File: src/rtl/alu_share_arbiter.sv
`default_nettype none
// ============================================================================
// Module      : alu_share_arbiter
// Description : Round-robin sharing of one combinational ALU between NUM_REQ
//               requesters, with registered operands and registered responses.
// Revision    : 1.0 - initial release
// ============================================================================
module alu_share_arbiter #(
    parameter int WIDTH   = 32,
    parameter int NUM_REQ = 2
) (
    input  logic                     clk,
    input  logic                     reset_n,
    input  logic [NUM_REQ-1:0]       req_valid,
    output logic [NUM_REQ-1:0]       req_ready,
    input  logic [NUM_REQ*WIDTH-1:0] req_op1,
    input  logic [NUM_REQ*WIDTH-1:0] req_op2,
    input  logic [NUM_REQ*4-1:0]     req_ctrl,
    output logic [NUM_REQ-1:0]       resp_valid,
    input  logic [NUM_REQ-1:0]       resp_ready,
    output logic [WIDTH-1:0]         resp_result,
    output logic                     resp_zero,
    output logic                     resp_lt,
    output logic                     resp_ltu,
    output logic                     resp_err,
    output logic [WIDTH-1:0]         alu_op1,
    output logic [WIDTH-1:0]         alu_op2,
    output logic [3:0]               alu_ctrl,
    input  logic [WIDTH-1:0]         alu_result,
    input  logic                     zero,
    input  logic                     lessSigend,
    input  logic                     lessUnsigend
);

    localparam int         c_IDX_W  = $clog2(NUM_REQ);
    localparam logic [1:0] c_S_IDLE = 2'd0;
    localparam logic [1:0] c_S_EXEC = 2'd1;
    localparam logic [1:0] c_S_RESP = 2'd2;

    logic [1:0]         r_state;
    logic [c_IDX_W-1:0] r_ptr;
    logic [c_IDX_W-1:0] r_grant;
    logic [NUM_REQ-1:0] r_resp_valid;
    logic [WIDTH-1:0]   r_resp_result;
    logic               r_resp_zero;
    logic               r_resp_lt;
    logic               r_resp_ltu;
    logic               r_resp_err;
    logic [WIDTH-1:0]   r_alu_op1;
    logic [WIDTH-1:0]   r_alu_op2;
    logic [3:0]         r_alu_ctrl;

    logic               w_found;
    logic [c_IDX_W-1:0] w_winner;
    logic [c_IDX_W-1:0] w_idx;
    logic [c_IDX_W-1:0] w_next_ptr;
    logic [NUM_REQ-1:0] w_grant_onehot;

    function automatic logic f_legal(input logic [3:0] ctrl);
        case (ctrl)
            4'b0000, 4'b1000, 4'b0001, 4'b0010, 4'b0011,
            4'b0100, 4'b0101, 4'b1101, 4'b0110, 4'b0111: f_legal = 1'b1;
            default:                                     f_legal = 1'b0;
        endcase
    endfunction

    // Scan from the farthest candidate back to r_ptr so the nearest valid wins.
    always_comb begin
        w_found  = 1'b0;
        w_winner = '0;
        w_idx    = '0;
        for (int k = NUM_REQ - 1; k >= 0; k--) begin
            w_idx = c_IDX_W'((int'(r_ptr) + k) % NUM_REQ);
            if (req_valid[w_idx]) begin
                w_found  = 1'b1;
                w_winner = w_idx;
            end
        end
    end

    always_comb begin
        req_ready = '0;
        if (r_state == c_S_IDLE && w_found) begin
            req_ready[w_winner] = 1'b1;
        end
    end

    assign w_grant_onehot = {{(NUM_REQ-1){1'b0}}, 1'b1} << r_grant;
    assign w_next_ptr     = (r_grant == c_IDX_W'(NUM_REQ - 1)) ? '0
                                                               : r_grant + c_IDX_W'(1);

    always_ff @(posedge clk) begin
        if (!reset_n) begin
            r_state       <= c_S_IDLE;
            r_ptr         <= '0;
            r_grant       <= '0;
            r_resp_valid  <= '0;
            r_resp_result <= '0;
            r_resp_zero   <= 1'b0;
            r_resp_lt     <= 1'b0;
            r_resp_ltu    <= 1'b0;
            r_resp_err    <= 1'b0;
            r_alu_op1     <= '0;
            r_alu_op2     <= '0;
            r_alu_ctrl    <= '0;
        end else begin
            case (r_state)
                c_S_IDLE: begin
                    if (w_found) begin
                        r_grant    <= w_winner;
                        r_alu_op1  <= req_op1[int'(w_winner)*WIDTH +: WIDTH];
                        r_alu_op2  <= req_op2[int'(w_winner)*WIDTH +: WIDTH];
                        r_alu_ctrl <= req_ctrl[int'(w_winner)*4 +: 4];
                        r_state    <= c_S_EXEC;
                    end
                end
                c_S_EXEC: begin
                    // An illegal code never trusts whatever the ALU produced.
                    if (f_legal(r_alu_ctrl)) begin
                        r_resp_result <= alu_result;
                        r_resp_zero   <= zero;
                        r_resp_lt     <= lessSigend;
                        r_resp_ltu    <= lessUnsigend;
                        r_resp_err    <= 1'b0;
                    end else begin
                        r_resp_result <= '0;
                        r_resp_zero   <= 1'b0;
                        r_resp_lt     <= 1'b0;
                        r_resp_ltu    <= 1'b0;
                        r_resp_err    <= 1'b1;
                    end
                    r_resp_valid <= w_grant_onehot;
                    r_state      <= c_S_RESP;
                end
                c_S_RESP: begin
                    if (resp_ready[r_grant]) begin
                        r_resp_valid <= '0;
                        r_ptr        <= w_next_ptr;
                        r_state      <= c_S_IDLE;
                    end
                end
                default: r_state <= c_S_IDLE;
            endcase
        end
    end

    assign resp_valid  = r_resp_valid;
    assign resp_result = r_resp_result;
    assign resp_zero   = r_resp_zero;
    assign resp_lt     = r_resp_lt;
    assign resp_ltu    = r_resp_ltu;
    assign resp_err    = r_resp_err;
    assign alu_op1     = r_alu_op1;
    assign alu_op2     = r_alu_op2;
    assign alu_ctrl    = r_alu_ctrl;

endmodule
`default_nettype wire

File: config.mk
export PLATFORM = sky130hd
export DESIGN_NAME = alu_share_arbiter
export DESIGN_NICKNAME = d
export VERILOG_FILES = /design/src/rtl/alu_share_arbiter.sv
export SDC_FILE = /design/constraint.sdc
export NUM_CORES = 1
export LEC_CHECK = 0
export CORE_AREA = 3 3 112 114
export CTS_CLUSTER_SIZE = 25
export DETAILED_ROUTE_END_ITERATION = 10
export DIE_AREA = 0 0 115 117
export PLACE_DENSITY_LB_ADDON = 0.2
export SETUP_SLACK_MARGIN = 0.4
export SKIP_LAST_GASP = 1
export SLEW_MARGIN = 0
export SYNTH_ARGS = -nofsm -noshare
export SYNTH_HDL_FRONTEND = slang
export SYNTH_SLANG_ARGS = --single-unit
File: constraint.sdc
create_clock -name clk -period 2.2 [get_ports clk]
set_input_delay 0.22 -clock clk [delete_from_list [all_inputs] [get_ports clk]]
set_output_delay 0.22 -clock clk [all_outputs]
set_load 0.05 [all_outputs]
* Yosys cells after proc, flatten, opt, wreduce, memory -nomap -nowiden
Memories as Yosys holds them, arrays and structs flattened. A register that Yosys moved wholly into a read port is not among the register bits.
Index checks and enable logic that the tools add are counted.
** Storage, ports and cells
- Flip-flop bits (word level) :: 110
- ROM bits :: 16
- Bits of input ports :: 177
- Output and inout bits :: 108
- Logic and storage cells :: 63
- Memories kept :: 1
** Operators by class
- Add/subtract/negate cells :: 2
- $lt $le $gt $ge :: 5
- Equality and inequality tests :: 4
- Shift-type cells :: 4
- Multiplexer cells :: 27
- Reductions and logical operators :: 8
** Memories
- (name not given) :: words 16, bits a word 1, read ports 1, clocked after memory_dff 1, wr ports 0, line 60 : case (ctrl)
** Operators with widths (number)
- 64-bit by 7-bit variable part select with 32-bit output :: 2
- 32-bit two-way mux :: 1
- 1-bit two-way mux :: 18
- 1-bit by 2-bit < comparator with 1-bit output (second input constant) :: 4
- 4-bit two-way mux :: 2
- 2-bit AND reduction :: 4
- 8-bit by 4-bit variable part select with 4-bit output :: 1
- 2-bit two-way mux :: 3
- 2-bit case mux with 3 select lines :: 1
- 2-bit != test (second input constant) :: 2
- 2-bit case mux with 2 select lines :: 1
- 1-bit adder (second input constant) :: 2
- 2-bit by 1-bit equality test with 1-bit output (second input constant) :: 1
- 2-bit equality test (second input constant) :: 1
- 1-bit logical AND :: 2
- 2-bit zero test :: 1
- 2-bit nonzero test :: 1
- 1-bit by 1-bit << shifter with 2-bit output (first input constant) :: 1
- 1-bit demux with 1-bit select :: 1
- 1-bit greater-or-equal comparator (second input constant) :: 1

* Logic depth before layout (Yosys ltp)
Gate-level depths: netlist of the first run.
- Depth after elaboration :: 10
- Gate-level depth with buffers :: 7
- Mapped depth without buffers :: 5

* Worst setup path after synthesis of the first run
Ideal clock, no wire load.
- Path type :: flip-flop to flip-flop
- From :: register r_state[1]
- To :: register r_alu_op2[23] (netlist: alu_op2[23])
- Data arrival time :: 1.757 ns
- Required time :: 2.132 ns
- Setup slack :: 0.375 ns
- Cell stages (with the launch flop) :: 7
- Cells stage by stage :: dfxtp_1 > nor2_2 > and3_1 > clkbuf_1 > clkbuf_1 > a222oi_1 > nor2_1
** Between the ends
- Longest elaborated chain between the ends :: 2
** RTL lines
- start, declared :: line 40 : logic [1:0] r_state;
- start signal, assigned :: line 94 : r_state <= c_S_IDLE;
- start signal, assigned :: line 114 : r_state <= c_S_EXEC;
- start signal, assigned :: line 133 : r_state <= c_S_RESP;
- 2-bit zero test :: line 107 : case (r_state)
- 2-bit AND reduction (no line)
- end signal, assigned :: line 112 : r_alu_op2 <= req_op2[int'(w_winner)*WIDTH +: WIDTH];
- end, declared :: line 50 : logic [WIDTH-1:0] r_alu_op2;
Every way passes these cells.
A chain may end at the register's enable or synchronous reset.

* Final worst setup path of the first run
- From :: register r_alu_op1[30] (netlist: alu_op1[30])
- To :: output port alu_op1[30]
** RTL lines
- start, declared :: line 49 : logic [WIDTH-1:0] r_alu_op1;
- start signal, assigned :: line 111 : r_alu_op1 <= req_op1[int'(w_winner)*WIDTH +: WIDTH];
- end, declared :: line 26 : output logic [WIDTH-1:0] alu_op1,
No word-level cell between the ends.

==> flow_summary.toml, run 1 <==
[outcome]
status = "finished clean"

[synthesis]
yosys.area.top_type = "dfxtp_1"
synth_nets = 609
synth_edf_count = 0
yosys.area_share.adder_pct = 0
synth_area_leaders = "dfxtp_1 (55%), a222oi_1 (17%), nor2_1 (6.9%)"
synth_top_flop_cell = "dfxtp_1"
ys_ff_latch = 111
avgSynthCellArea_um2 = 9.312
yosysTopAreaCellShare_pct = 55.24
netlist_instances = 432
ys_seq_area_share_pct = 55.24
syn_area_um2 = 4023
synth_xor_xnor_area_share_pct = 0.2177
synth_top_family_by_area = "compound AO/OA/AOI/OAI gates"
synth_cell_type_count = 25
ys_async_sr_fraction_pct = 0
yosys.area_share.simple_pct = 16.52
synthMuxAreaShare_pct = 0.2488
ys_warn_count = 0
synth_compound_area_share_pct = 23.11

[setup_path]
critPathCaptureType = "output pin"
critPathKind = "reg -> out"
path_delay_family = "buffers and inverters"
reg2reg_from = "r_ptr"
crit_chain = "clkdlybuf4s50_1"
path_max_fanout = 2
slowest_stage = "clkdlybuf4s50_1"
slowest_delay_ns = 0.86
worstSetupStartpoint = "alu_op1[30]"
required_ns = 1.98
critPathLaunchType = "flop"
worst-path-buf-inv = 1
cp.arrival_ns = 1.54

[finish]
antennaDiodeCount = 0
num-fill-cells = 955
area_delta_synth_final_pct = 83.86
multi_input_area_um2 = 1642
drive_gt1_share_pct = 5.832
nets = 875
seq_area_um2 = 2225
fin_util_pct = 64.22
layout.cells.non_filler = 846

[global_route]
grt_max_degree = 41
grt-ovfl-total = 0
grt_pass1_vias = 4608
track_usage_pct = 22.81
antenna_found_initial = 0
grt_pass1_wl_um = 24120

[timing]
hold_violations = 0
rsz0062_at_grt = "no"
fmax_ghz = 0.5692
setup_ws_ns = 0.4430
max_slew_margin_pct = 59.74
tightest_slew_ns = 0.6029
period_needed_ns = 1.757
skew_ns = 0.008388
fin_crit_sh_pct = 79.86
drv_slew = 0
setup_viol = 0
fin_tns_setup_ns = 0

[detailed_routing]
ant_nets = 0
drtPass1Iterations = 8
viasPerCell = 5.460
drtIter0Drc = 543
drc = 0
via_count = 4619
wl_um = 15910
wl_per_cell_um = 18.80

[cts]
clock-sinks = 111
htree_num_levels = 3
cts_root_buffer = "clkbuf_16"
ctsHoldBuffers = 0
cts_buffer_depth = 2
clock_latency_ns = 0.34
cts_buffers = 9
clk_pin_slew_ns = 0.07
cts_tree = "done"

[floorplanning]
core_um2 = 11520
ios = 285
dieHeight_um = 117
dieArea_um2 = 13460
initial_core_util_pct = 34.93
row_count = 39
die_x_um = 115

[place]
globalplace.congestion = 0.7636
dp_hpwl_um = 11620
dpl_worst_slack_ns = 0.07476
port_buffers = 284
placedCellCount = 828

[min_path]
worstHoldPathType = "reg -> reg"
min_from = "resp_zero"

[power]
finalPower_w = 0.005831
max-vdd-ir-drop_v = 0.0003817
p_leak_nw = 2.784
power_density_nw_per_um2 = 788.4

[run]
cap_violations = 0
cells by family after synthesis:
logic type | after synthesis
AND/OR/NAND/NOR | 157
AO/OA/AOI/OAI | 115
flip-flops | 111
buffers and inverters | 47
XOR/XNOR | 1
multiplexers | 1
per-stage QoR:
stage          hold WS [ns]  area [um2]
3_3_place_gp         0.4375        7036
2_1_floorplan        0.3610        4025
4_1_cts              0.4476        7353
5_1_grt              0.4722        7396
3_5_place_dp         0.4459        7036
6_report             0.4527        7396
Yosys cell counts (all sizes together), types with 2 or more instances:
library cell and count:
a21oi 39, a222oi 67, and3 2, buf 11, clkbuf 35, dfxtp 111, nand2 37, nand2b 2
nand3 35, nand4b 2, nor2 75, nor2b 3, o21ai 4
where the power goes:
part / leakage [nW] / internal [W] / switching, W
combinational: 1.73 / 0.000826 / 0.00113
clock: 0.143 / 0.000864 / 0.000715
sequential: 0.912 / 0.00219 / 0.000106
total: 2.78 / 0.00388 / 0.00195
timing repair:
item / 4_1_cts / 5_1_grt
resized for setup: 7 / 11
pin swaps: 0 / 3
setup buffers: 0 / 2
setup endpoints to repair: 2 / 10
sequential cells by signal, indices dropped and copies added (netlist names), 2 cells and up, named ones only:
| register | flops |
|---|---|
| resp_valid | 2 |
| alu_op1 | 32 |
| resp_result | 32 |
| alu_op2 | 32 |
| r_state | 2 |
| alu_ctrl | 4 |
placed cells by master, fill, tap and decap left out:
cell type	instances
a211o_1	1
nand3_1	35
a221oi_1	1
a21oi_1	39
clkinv_2	2
a211oi_1	1
dlymetal6s2s_1	7
o21a_1	1
nand2b_1	2
dfxtp_2	2
nand4b_1	2
xor2_1	1
nor2b_2	1
clkbuf_1	2
o2111a_1	1
mux2i_1	1
nor2_4	1
o21ai_0	3
buf_4	13
and3_4	2
nor2_1	74
nor2b_1	2
nand2_1	37
nor3_1	1
o21ai_4	1
buf_12	6
clkbuf_16	9
clkinv_4	1
clkdlybuf4s50_1	275
a222oi_1	67
clkbuf_8	3
dfxtp_1	109
path summary, 6_finish.rpt:
path                 end  slack [ns]  cells after the start
max          alu_op1[30]        0.44                      1
min            resp_zero        0.45                      2
max reg2reg         flop        0.56                      5
min reg2reg    resp_zero        0.45                      2
per-layer routing:
metal | vias to the layer above | routed length [um] | global-route usage (%)
met5 | - | 0 | 0
met3 | 30 | 1521 | 7.044
met4 | 0 | 499 | 9.937
met1 | 2202 | 5882 | 26.56
met2 | 222 | 8003 | 38.81
li1 | 2165 | - | -
cell type report:
cell class              instances  area share [%]
multi-input cells             274           22.20
flip-flops and latches        111           30.08
repair buffers                301           41.35
well taps                     143           2.419
clock buffers                  14           3.705
clock inverters                 2          0.1861
inverters                       1         0.06767
(Power assumes the default switching activity.)
==> run 2: changes to the inputs <==
clock period = 1.8 ns   (was 2.2 ns; I/O delays follow)
==> run 2 against run 1 <==
The flow now finishes with violations (design-rule violations). Clock skew shrank 0.0034 ns. Clock power grew 27%. Count of clock-buffer cells in the layout shrank 3. Sequential share of layout area shrank 0.34 points. Critical path depth grew 7. Worst setup slack lost 0.27 ns. Register-to-register slack lost 0.39 ns. Largest power group unchanged. Routed wire length grew 2.1%. Largest cell class unchanged. Combinational power grew 27%. Via count grew 2.1%. Utilization grew 0.92 points. Worst hold slack lost 0.033 ns.
==> flow_summary.toml, run 2 (synthesis results as in run 1) <==
[timing]
fin_crit_sh_pct = 90.62
hold_violations = 0
max_slew_margin_pct = 65.64
setup_viol = 0
skew_ns = 0.005016
rsz0062_at_grt = "yes"
period_needed_ns = 1.631
fin_hold_ws_ns = 0.4200
drv_slew = 0
tightest_slew_ns = 0.5174
fmax_ghz = 0.6131

[floorplanning]
core_um2 = 11520
row_count = 39
dieArea_um2 = 13460
dieHeight_um = 117
initial_core_util_pct = 34.93
die_x_um = 115
ios = 285

[detailed_routing]
via_count = 4718
wl_per_cell_um = 18.69
wl_um = 16240
drtIter0Drc = 614
drtPass1Iterations = 11
ant_nets = 0
drc = 2
viasPerCell = 5.429

[setup_path]
cp.arrival_ns = 1.86
r2r_cells = 8
path_max_fanout = 8
critPathLaunchType = "flop"
slowest_delay_ns = 0.34
cp.depth = 8
crit_chain = "nand2b_4, and3_4, buf_12, buf_12, buf_6, buf_16, a222oi_1, nor2_1"
path_delay_family = "buffers and inverters"
required_ns = 2.03
slowest_stage = "dfxtp_2"
worst-path-buf-inv = 4
critPathCaptureType = "flop"
critPathMostFrequentCell = "buf_12"
critPathKind = "reg -> reg"

[cts]
cts_buffer_depth = 2
clock_latency_ns = 0.35
clock-sinks = 111
clk_pin_slew_ns = 0.07
htree_num_levels = 3
cts_tree = "done"
cts_buffers = 9
cts_root_buffer = "clkbuf_16"

[finish]
final_common_cell = "clkdlybuf4s50_1"
antennaDiodeCount = 0
area_delta_synth_final_pct = 86.50
nets = 899
layout.cells.non_filler = 869
drive_gt1_share_pct = 21.07
mostFrequentLayoutCells = "clkdlybuf4s50_1 (176), dfxtp_1 (108), nor2_1 (74), a222oi_1 (67), clkbuf_2 (60)"

[min_path]
min_path_cells = 3
worstHoldPathType = "in -> reg"

[power]
power_density_nw_per_um2 = 971.0
max-vdd-ir-drop_v = 0.0007883
p_leak_nw = 2.979

[place]
globalplace.congestion = 0.7468
dp_hpwl_um = 11840
placedCellCount = 838
port_buffers = 284

[outcome]
status = "complete, but fails checks"
violations = "design-rule violations"

[global_route]
grt_pass1_wl_um = 24060
track_usage_pct = 22.81
grt_max_degree = 50
grt-ovfl-total = 0
grt_pass1_vias = 4626
antenna_found_initial = 0

[run]
cap_violations = 0
run 2: cell types whose count changed in the layout (fill, tap and decap cells not counted), moves of 7 or more:
cell / before / now
dlymetal6s2s_1: 7 / 0
clkdlybuf4s15_1: 0 / 20
clkdlybuf4s50_1: 275 / 176
buf_12: 6 / 18
clkdlybuf4s15_2: 0 / 21
buf_4: 13 / 24
clkbuf_2: 0 / 60
run 2: metal layers:
metal  GRT usage [%]  vias up  part of all wire, %
met5               0        -                    0
met4           8.372        0                  2.2
met3           7.404       23                  9.5
met2           39.43      267                   51
met1           26.48     2220                   37
li1                -     2208                    -
run 2: worst paths after layout:
| kind | startpoint | end | slack (ns) |
|---|---|---|---|
| worst max-delay path | r_ptr | alu_op2[13] | 0.17 |
| worst min-delay path | alu_result[21] | resp_result[21] | 0.42 |
| worst max register to register | r_ptr | alu_op2[13] | 0.17 |
| worst min register to register | resp_result[13] | resp_result[13] | 0.45 |
run 2: power by group:
part | total (W) | internal [W] | leakage [nW] | switching (W)
clock network | 0.00201 | 0.00114 | 0.151 | 0.000871
registers | 0.00281 | 0.00268 | 0.913 | 0.000126
logic | 0.00247 | 0.00104 | 1.91 | 0.00143
run 2: timing repair:
action,CTS,global route
resized for setup,217,79
hold buffers,0,0
pin swaps,10,18
endpoints found under the setup margin,170,139
gates cloned,2,0
buffers inserted,8,6
run 2: final cells by class:
class,instances,area [um2]
Sequential cell,111,2231
Fill cell,925,4014
Clock inverter,4,45.04
Multi-Input combinational cell,274,1649
Tap cell,143,178.9
Inverter,1,5.005
Timing Repair Buffer,325,3141
Clock buffer,11,252.7
run 2: through the flow:
| stage | cell area (um2) | TNS (ns) | power [W] | utilization, % | setup slack (ns) |
|---|---|---|---|---|---|
| floorplan | 4089 | 0 | 0.004223 | - | 0.2641 |
| global placement | 7257 | -0.1123 | 0.005305 | 63.02 | -0.08885 |
| detailed placement | 7257 | -1.040 | 0.005344 | 63.02 | -0.1280 |
| CTS | 7715 | 0 | 0.007350 | 66.99 | 0.1374 |
| global route | 7502 | 0 | 0.007582 | 65.15 | 0.09131 |
| finish | 7502 | 0 | 0.007285 | 65.15 | 0.1689 |
run 2: worst min-delay path, delay by kind of cell:
kind	cells	cell delay (ns)
buffers and inverters	1	0.40
AOI/OAI and AO/OA	1	0.06
and+or+nand+nor	1	0.08
==> run 3: changes to the inputs <==
CAP_MARGIN = 20   (was unset)
==> results of run 3 <==
Final layout, timing and power as in run 2 (identical DEF).
